[src/rtl/sound_pkg.sv]
// Shared types and the effect descriptor table for the sound effect engine.
// Table order is also priority order: a higher index wins.
package sound_pkg;

    localparam int SFX_NUM     = 4;
    localparam int SFX_DIV_W   = 4;
    localparam int SFX_PHASE_W = 5;
    localparam int SFX_ID_W    = (SFX_NUM > 1) ? $clog2(SFX_NUM) : 1;

    typedef enum logic [2:0] {
        FLAT,
        RAMP_UP,
        RAMP_DOWN,
        PEAK,
        BEEP
    } shape_e;

    // A len of 0 encodes the full 2^SFX_PHASE_W frames.
    typedef struct packed {
        logic [SFX_DIV_W-1:0]   div0;
        logic [SFX_PHASE_W-1:0] len;
        shape_e                 shape;
    } sfx_desc_t;

    localparam sfx_desc_t SFX_TABLE [SFX_NUM] = '{
        '{div0: 4'd5, len: 5'd2,  shape: FLAT},
        '{div0: 4'd3, len: 5'd24, shape: PEAK},
        '{div0: 4'd3, len: 5'd24, shape: BEEP},
        '{div0: 4'd9, len: 5'd24, shape: BEEP}
    };

    function automatic logic [SFX_ID_W-1:0] sfx_winner(input logic [SFX_NUM-1:0] req);
        sfx_winner = '0;
        for (int i = 0; i < SFX_NUM; i++) begin
            if (req[i]) sfx_winner = SFX_ID_W'(i);
        end
    endfunction

endpackage

[src/rtl/sound_sfx_engine_if.sv]
// Game-side connection of the sound effect engine: event strobes and timing
// inputs from the master, the audio line and status back from the engine.
interface sound_sfx_engine_if #(
    parameter int NUM_SFX = 4,
    parameter int ID_W    = 2
);
    logic               vsync;
    logic               pwm_base;
    logic               mute;
    logic [NUM_SFX-1:0] sfx_req;
    logic               audio;
    logic               busy;
    logic [ID_W-1:0]    active_id;

    modport master (
        output vsync, pwm_base, mute, sfx_req,
        input  audio, busy, active_id
    );

    modport slave (
        input  vsync, pwm_base, mute, sfx_req,
        output audio, busy, active_id
    );
endinterface

[src/rtl/sound_tone.sv]
// Square-wave tone generator: half-period of (div+1) steps, synchronous clear.
// The >= compare lets a shrinking div take effect without a long wrap.
module sound_tone #(
    parameter int DIV_W = 4
) (
    input  logic             clk,
    input  logic             rst,
    input  logic             clr,
    input  logic             step,
    input  logic [DIV_W-1:0] div,
    output logic             tone
);
    logic [DIV_W-1:0] cnt_q, cnt_d;
    logic             tone_q, tone_d;

    always_comb begin
        cnt_d  = cnt_q;
        tone_d = tone_q;
        if (clr) begin
            cnt_d  = '0;
            tone_d = 1'b0;
        end else if (step) begin
            if (cnt_q >= div) begin
                cnt_d  = '0;
                tone_d = ~tone_q;
            end else begin
                cnt_d = cnt_q + 1'b1;
            end
        end
    end

    always_ff @(posedge clk) begin
        if (rst) begin
            cnt_q  <= '0;
            tone_q <= 1'b0;
        end else begin
            cnt_q  <= cnt_d;
            tone_q <= tone_d;
        end
    end

    assign tone = tone_q;
endmodule

[src/rtl/sound_sfx_engine.sv]
// Prioritised one-shot sound effect engine driving a 1-bit square-wave line.
// Optional SOUND_SFX_QUEUE_EN adds one pending slot for outranked requests.
//   state   | meaning
//   ST_IDLE | silent, any request is accepted
//   ST_PLAY | effect active_id playing; equal/higher requests restart/preempt
module sound_sfx_engine
    import sound_pkg::*;
#(
    parameter int NUM_SFX = SFX_NUM,
    parameter int DIV_W   = SFX_DIV_W,
    parameter int PHASE_W = SFX_PHASE_W
) (
    input logic                clk,
    input logic                rst,
    sound_sfx_engine_if.slave  sif
);
    localparam int ID_W = (NUM_SFX > 1) ? $clog2(NUM_SFX) : 1;

    typedef enum logic {ST_IDLE, ST_PLAY} state_e;

    state_e             state_q, state_d;
    logic [ID_W-1:0]    id_q, id_d;
    logic [DIV_W-1:0]   div_q, div_d;
    logic [PHASE_W-1:0] phase_q, phase_d;
    logic               audio_q, audio_d;
    logic               prev_vsync_q, prev_pwm_q;

    logic               busy, pwm_edge, frame_edge, tone;
    logic               any_req, accept, reject, last_frame, start, start_pend;
    logic [ID_W-1:0]    win, start_id;
    shape_e             cur_shape;
    logic [PHASE_W-1:0] cur_len;
    logic [PHASE_W:0]   len_full, half_len;
    logic [PHASE_W-1:0] phase_inc;
    logic [DIV_W-1:0]   div_inc, div_dec;

    assign busy       = (state_q == ST_PLAY);
    assign pwm_edge   = sif.pwm_base & ~prev_pwm_q;
    assign frame_edge = sif.vsync & ~prev_vsync_q;

    assign win     = sfx_winner(sif.sfx_req);
    assign any_req = |sif.sfx_req;
    assign accept  = any_req && (!busy || win >= id_q);
    assign reject  = any_req && !accept;

    assign cur_shape  = SFX_TABLE[id_q].shape;
    assign cur_len    = PHASE_W'(SFX_TABLE[id_q].len);
    assign len_full   = {(cur_len == '0), cur_len};
    assign half_len   = len_full >> 1;
    assign phase_inc  = phase_q + 1'b1;
    assign div_inc    = (div_q != '1) ? div_q + 1'b1 : div_q;
    assign div_dec    = (div_q != '0) ? div_q - 1'b1 : div_q;
    assign last_frame = busy && frame_edge && (phase_q == cur_len - 1'b1);
    assign start      = accept || start_pend;

`ifdef SOUND_SFX_QUEUE_EN
    logic            pend_v_q, pend_v_d;
    logic [ID_W-1:0] pend_id_q, pend_id_d;

    assign start_pend = last_frame && !accept && pend_v_q;
    assign start_id   = accept ? win : pend_id_q;

    always_comb begin
        pend_v_d  = pend_v_q;
        pend_id_d = pend_id_q;
        if (start_pend) pend_v_d = 1'b0;
        if (accept && win >= pend_id_q) pend_v_d = 1'b0;
        if (reject && (!pend_v_d || win > pend_id_q)) begin
            pend_v_d  = 1'b1;
            pend_id_d = win;
        end
    end

    always_ff @(posedge clk) begin
        if (rst) begin
            pend_v_q  <= 1'b0;
            pend_id_q <= '0;
        end else begin
            pend_v_q  <= pend_v_d;
            pend_id_q <= pend_id_d;
        end
    end
`else
    assign start_pend = 1'b0;
    assign start_id   = win;
`endif

    always_comb begin
        state_d = state_q;
        id_d    = id_q;
        div_d   = div_q;
        phase_d = phase_q;
        if (start) begin
            state_d = ST_PLAY;
            id_d    = start_id;
            div_d   = DIV_W'(SFX_TABLE[start_id].div0);
            phase_d = '0;
        end else if (busy && frame_edge) begin
            phase_d = phase_inc;
            // PEAK turns around at half length, judged on the advanced phase.
            case (cur_shape)
                RAMP_UP:   div_d = div_inc;
                RAMP_DOWN: div_d = div_dec;
                PEAK:      div_d = ({1'b0, phase_inc} < half_len) ? div_inc : div_dec;
                default:   div_d = div_q;
            endcase
            if (last_frame) state_d = ST_IDLE;
        end
        audio_d = busy & tone & ~sif.mute & ~((cur_shape == BEEP) & phase_q[2]);
    end

    always_ff @(posedge clk) begin
        if (rst) begin
            state_q      <= ST_IDLE;
            id_q         <= '0;
            div_q        <= '0;
            phase_q      <= '0;
            audio_q      <= 1'b0;
            prev_vsync_q <= 1'b0;
            prev_pwm_q   <= 1'b0;
        end else begin
            state_q      <= state_d;
            id_q         <= id_d;
            div_q        <= div_d;
            phase_q      <= phase_d;
            audio_q      <= audio_d;
            prev_vsync_q <= sif.vsync;
            prev_pwm_q   <= sif.pwm_base;
        end
    end

    sound_tone #(.DIV_W(DIV_W)) u_tone (
        .clk  (clk),
        .rst  (rst),
        .clr  (start),
        .step (pwm_edge & busy),
        .div  (div_q),
        .tone (tone)
    );

    assign sif.audio     = audio_q;
    assign sif.busy      = busy;
    assign sif.active_id = id_q;
endmodule
[src/flat_wrapper.sv]
// flat-port wrapper written by rule: the top's interface ports become plain ports
module sound_sfx_engine_flat import sound_pkg::*;
#(
    parameter int NUM_SFX = SFX_NUM,
    parameter int DIV_W   = SFX_DIV_W,
    parameter int PHASE_W = SFX_PHASE_W
)
  (clk, rst, sif_vsync, sif_pwm_base, sif_mute, sif_sfx_req, sif_audio, sif_busy, sif_active_id);
  sound_sfx_engine_if #(.NUM_SFX(NUM_SFX)) sif_i ();
  input logic clk;
  input logic rst;
  input wire logic [$bits(sif_i.vsync)-1:0] sif_vsync;
  input wire logic [$bits(sif_i.pwm_base)-1:0] sif_pwm_base;
  input wire logic [$bits(sif_i.mute)-1:0] sif_mute;
  input wire logic [$bits(sif_i.sfx_req)-1:0] sif_sfx_req;
  output wire logic [$bits(sif_i.audio)-1:0] sif_audio;
  output wire logic [$bits(sif_i.busy)-1:0] sif_busy;
  output wire logic [$bits(sif_i.active_id)-1:0] sif_active_id;
  assign sif_i.vsync = sif_vsync;
  assign sif_i.pwm_base = sif_pwm_base;
  assign sif_i.mute = sif_mute;
  assign sif_i.sfx_req = sif_sfx_req;
  assign sif_audio = sif_i.audio;
  assign sif_busy = sif_i.busy;
  assign sif_active_id = sif_i.active_id;
  sound_sfx_engine #(.NUM_SFX(NUM_SFX), .DIV_W(DIV_W), .PHASE_W(PHASE_W)) u_core (.clk(clk), .rst(rst), .sif(sif_i));
endmodule
[config.mk]
export PLATFORM = sky130hd
export DESIGN_NAME = sound_sfx_engine_flat
export DESIGN_NICKNAME = d
export VERILOG_FILES = /design/src/rtl/sound_pkg.sv /design/src/rtl/sound_sfx_engine_if.sv /design/src/rtl/sound_tone.sv /design/src/rtl/sound_sfx_engine.sv /design/src/flat_wrapper.sv
export SDC_FILE = /design/constraint.sdc
export NUM_CORES = 1
export LEC_CHECK = 0
export ABC_AREA = 1
export CAP_MARGIN = 30
export CELL_PAD_IN_SITES_DETAIL_PLACEMENT = 0
export CELL_PAD_IN_SITES_GLOBAL_PLACEMENT = 1
export CORE_ASPECT_RATIO = 0.8
export CORE_UTILIZATION = 49
export DETAILED_ROUTE_END_ITERATION = 16
export DONT_BUFFER_PORTS = 1
export GPL_TIMING_DRIVEN = 0
export PLACE_DENSITY = 0.91
export SYNTH_ARGS = -nofsm -noshare
export SYNTH_HDL_FRONTEND = slang
export SYNTH_HIERARCHICAL = 1
export SYNTH_SLANG_ARGS = --single-unit
[constraint.sdc]
create_clock -name clk -period 5.6 [get_ports clk]
set_input_delay 1.12 -clock clk [delete_from_list [all_inputs] [get_ports clk]]
set_output_delay 1.12 -clock clk [all_outputs]
set_load 0.05 [all_outputs]
==> qor.yml <==
final_layout:
  design_area_mm2: 0.00162
  fillers: 280
  fin_cells: 253
  regArea_um2: 400
  fin_util_pct: 56.8
  nets: 241
  n_antenna_cell: 0
  drive_gt1_share_pct: 19.1
  multi_input_area_um2: 950
  synthToLayoutAreaGrowth_pct: 6.76
clocking:
  cts_resized: 0
  post_cts.repair.setup_buffers: 0
  ctsHoldBuffers: 0
  clock_latency_ns: 0.26
  cts_root_buf: "clkbuf_8"
  cts_tree: "built"
  numCtsBuffers: 3
  htree_levels: 1
  cts_sinks: 20
  clk_path_buf_depth: 2
  clkSlewWorstSetupHoldPaths_ns: 0.07
worst_setup_path:
  rrSetupSlack_ns: 3.33
  start_kind: "input pin"
  path_delay_family: "compound AO/OA/AOI/OAI gates"
  arrival_ns: 2.73
  crit_path_end_kind: "flop"
  r2r_cells: 14
  max_stage_delay_ns: 0.30
  path_buf_inv: 4
  r2r_end: "u_core/div_q[2]"
  reg2reg_from: "u_core/phase_q[0]"
  worstPathRequired_ns: 5.79
  path_cells: "inv_1, a21oi_1, ha_1, o21ai_1, nand2_1, nand2_1, buf_4, inv_2, nor2_2, inv_1, a21oi_1, o21ai_1, nor2_1"
  crit_slowest_cell: "ha_1"
  path_class: "in -> reg"
  critPathMaxFanout: 10
floorplan:
  io_pins: 13
  die_h_um: 51.8
  core-area_mm2: 0.00285
  chipWidth_um: 64.2
  start_util_pct: 53.2
  die_area_mm2: 0.00333
  fp-row-count: 17
synth:
  syn_inst: 211
  synth_ff_type: "dfxtp_1"
  synth_adder_area_share_pct: 13.2
  synth_compound_area_share_pct: 12.0
  synthDistinctLibCells: 36
  synthMuxAreaShare_pct: 0
  synth.most_common_cell: "nand2_1"
  synth_top_family_by_area: "simple AND/OR/NAND/NOR gates"
  synth_top_area_cell: "dfxtp_1"
  synth_xor_area_share_pct: 3.46
  syn-num-nets: 236
  synth.top_cell.area_share_pct: 26.4
  synthArstFlopShare_pct: 0
  yosysWarnings: 6
  netlist_area_mm2: 0.00152
  yosys-top-cells-count: "nand2_1 (38), inv_1 (26), dfxtp_1 (20), nand3_1 (17)"
  synth.avg_cell_area_um2: 7.19
  synth-simple-area-share_pct: 33.6
  ys_ff_latch: 20
  synth_edf_count: 0
  ys_seq_area_share_pct: 26.4
  synth_area_leaders: "dfxtp_1 (26%), ha_1 (13%), nand2_1 (9.4%)"
detailed_routing:
  routed_wl_um: 2830
  wl_per_cell_um: 11.2
  drc: 0
  drt_first_pass_iters: 4
  final_antenna_net_count: 0
  drt_iter0_drc: 62
  num_vias: 1276
  vias_per_cell: 5.04
sta:
  fin_crit_sh_pct: 45.3
  grt_setup_unrepaired: "false"
  finalCriticalPeriod_ns: 2.54
  tns_ns: 0
  slew_headroom_pct: 54.8
  tightest_slew_ns: 0.677
  fmax_mhz: 394
  hold_viol_final: 0
  fin_worst_skew_ns: 0.00685
  final-setup-viol-count: 0
  drv_slew: 0
global_routing:
  grt_pass1_wl_um: 5290
  grt-ovfl-total: 0
  antenna_found_initial: 0
  grt_max_degree: 12
  grt_pass1_vias: 1276
  grtUsageTotal_pct: 20.6
power:
  power_density_mw_per_mm2: 226
  ir_drop_uv: 169
  p_total_uw: 365
  leakage_nw: 0.774
placed_design:
  place_area_mm2: 0.00157
  dp.cells: 249
  place_congestion: 0.861
  hpwl_um: 2340
  portBuffers: 0
flow_run:
  drv_cap: 0
worst_hold_path:
  holdCritStartpoint: "u_core/u_tone/tone"
  hold_path.class: "reg -> reg"
  min_to: "u_core/sif.audio"
  hold-path-cell-count: 2
status:
  status: "finished, final reports clean"
## routing by layer
metal | vias to the layer above | wire, um | GRT usage, %
met5 | - | 0 | 0
met4 | 0 | 16 | 7.78
met3 | 2 | 98 | 3.07
met2 | 21 | 1180 | 34.2
met1 | 562 | 1530 | 27.1
li1 | 691 | - | -
## cells by family (layout without fill, tap and decap cells)
logic type               Yosys count  count (layout)
buffers and inverters             40              44
adder cells (fa/ha/maj)           16              16
other                              1               1
AND/OR/NAND/NOR                   98              98
XOR/XNOR                           6               6
AO/OA/AOI/OAI                     30              30
flip-flops                        20              20
## layout by cell type (no fill, tap or decap), drive strengths merged, types with 5 or more instances in the layout
cell    synthesis  routed
a21oi          17      17
clkbuf          2       6
dfxtp          20      20
ha             16      16
inv            34      34
nand2          48      48
nand3          18      18
nand4           5       5
nor2           20      20
o21ai          10      10
xor2            5       5
## per-stage QoR
step                worst slack (ns)  hold slack, ns
floorplan                       3.02           0.443
global placement                2.80           0.484
detailed placement              2.79           0.492
CTS                             3.05           0.499
global route                    2.88           0.517
finish                          3.06           0.486
## how the worst max path moves through the flow
stage,start,to,slack (ns),cells after the start
5_1_grt,sif_sfx_req[2],u_core/u_tone/cnt_q[3],2.88,13
3_3_place_gp,sif_sfx_req[2],u_core/u_tone/cnt_q[3],2.80,13
3_5_place_dp,sif_sfx_req[2],u_core/u_tone/cnt_q[3],2.79,13
6_report,sif_sfx_req[2],u_core/u_tone/cnt_q[3],3.06,13
2_1_floorplan,sif_sfx_req[2],u_core/u_tone/cnt_q[3],3.02,13
4_1_cts,sif_sfx_req[2],u_core/u_tone/cnt_q[3],3.05,13
## worst reg2reg max path, cell delays in order, from the launching register on
cell,delay [ns]
dfxtp_1,0.44
ha_1,0.22
nand3_1,0.10
xnor2_1,0.26
ha_1,0.30
nand2_1,0.08
inv_2,0.05
a21oi_2,0.16
nand2_4,0.10
nand2_4,0.09
nand2_1,0.05
o21ai_1,0.13
nor2_1,0.06
nor2_1,0.08
nor2_1,0.04
## where the power goes
part	switching, mW	leakage, nW	internal (mW)
sequential	0.0167	0.164	0.149
combinational	0.0578	0.582	0.0338
clock	0.0456	0.0288	0.0625
## sequential cells by signal, indices dropped and copies added (netlist names)
register and count:
u_core/prev_pwm_q 1, u_core/u_tone/tone 1, u_core/u_tone/cnt_q 4, u_core/sif.audio 1, u_core/prev_vsync_q 1, u_core/sif.active_id 2
u_core/phase_q 5, u_core/sif.busy 1, u_core/div_q 4
## final cells by class
type                            instances  area share, %
Buffer                                  5           2.01
Clock buffer                            4           3.40
Inverter                               35           8.34
Multi-Input combinational cell        151           58.6
Sequential cell                        20           24.7
Tap cell                               38           2.93
(Power assumes the default switching activity.)
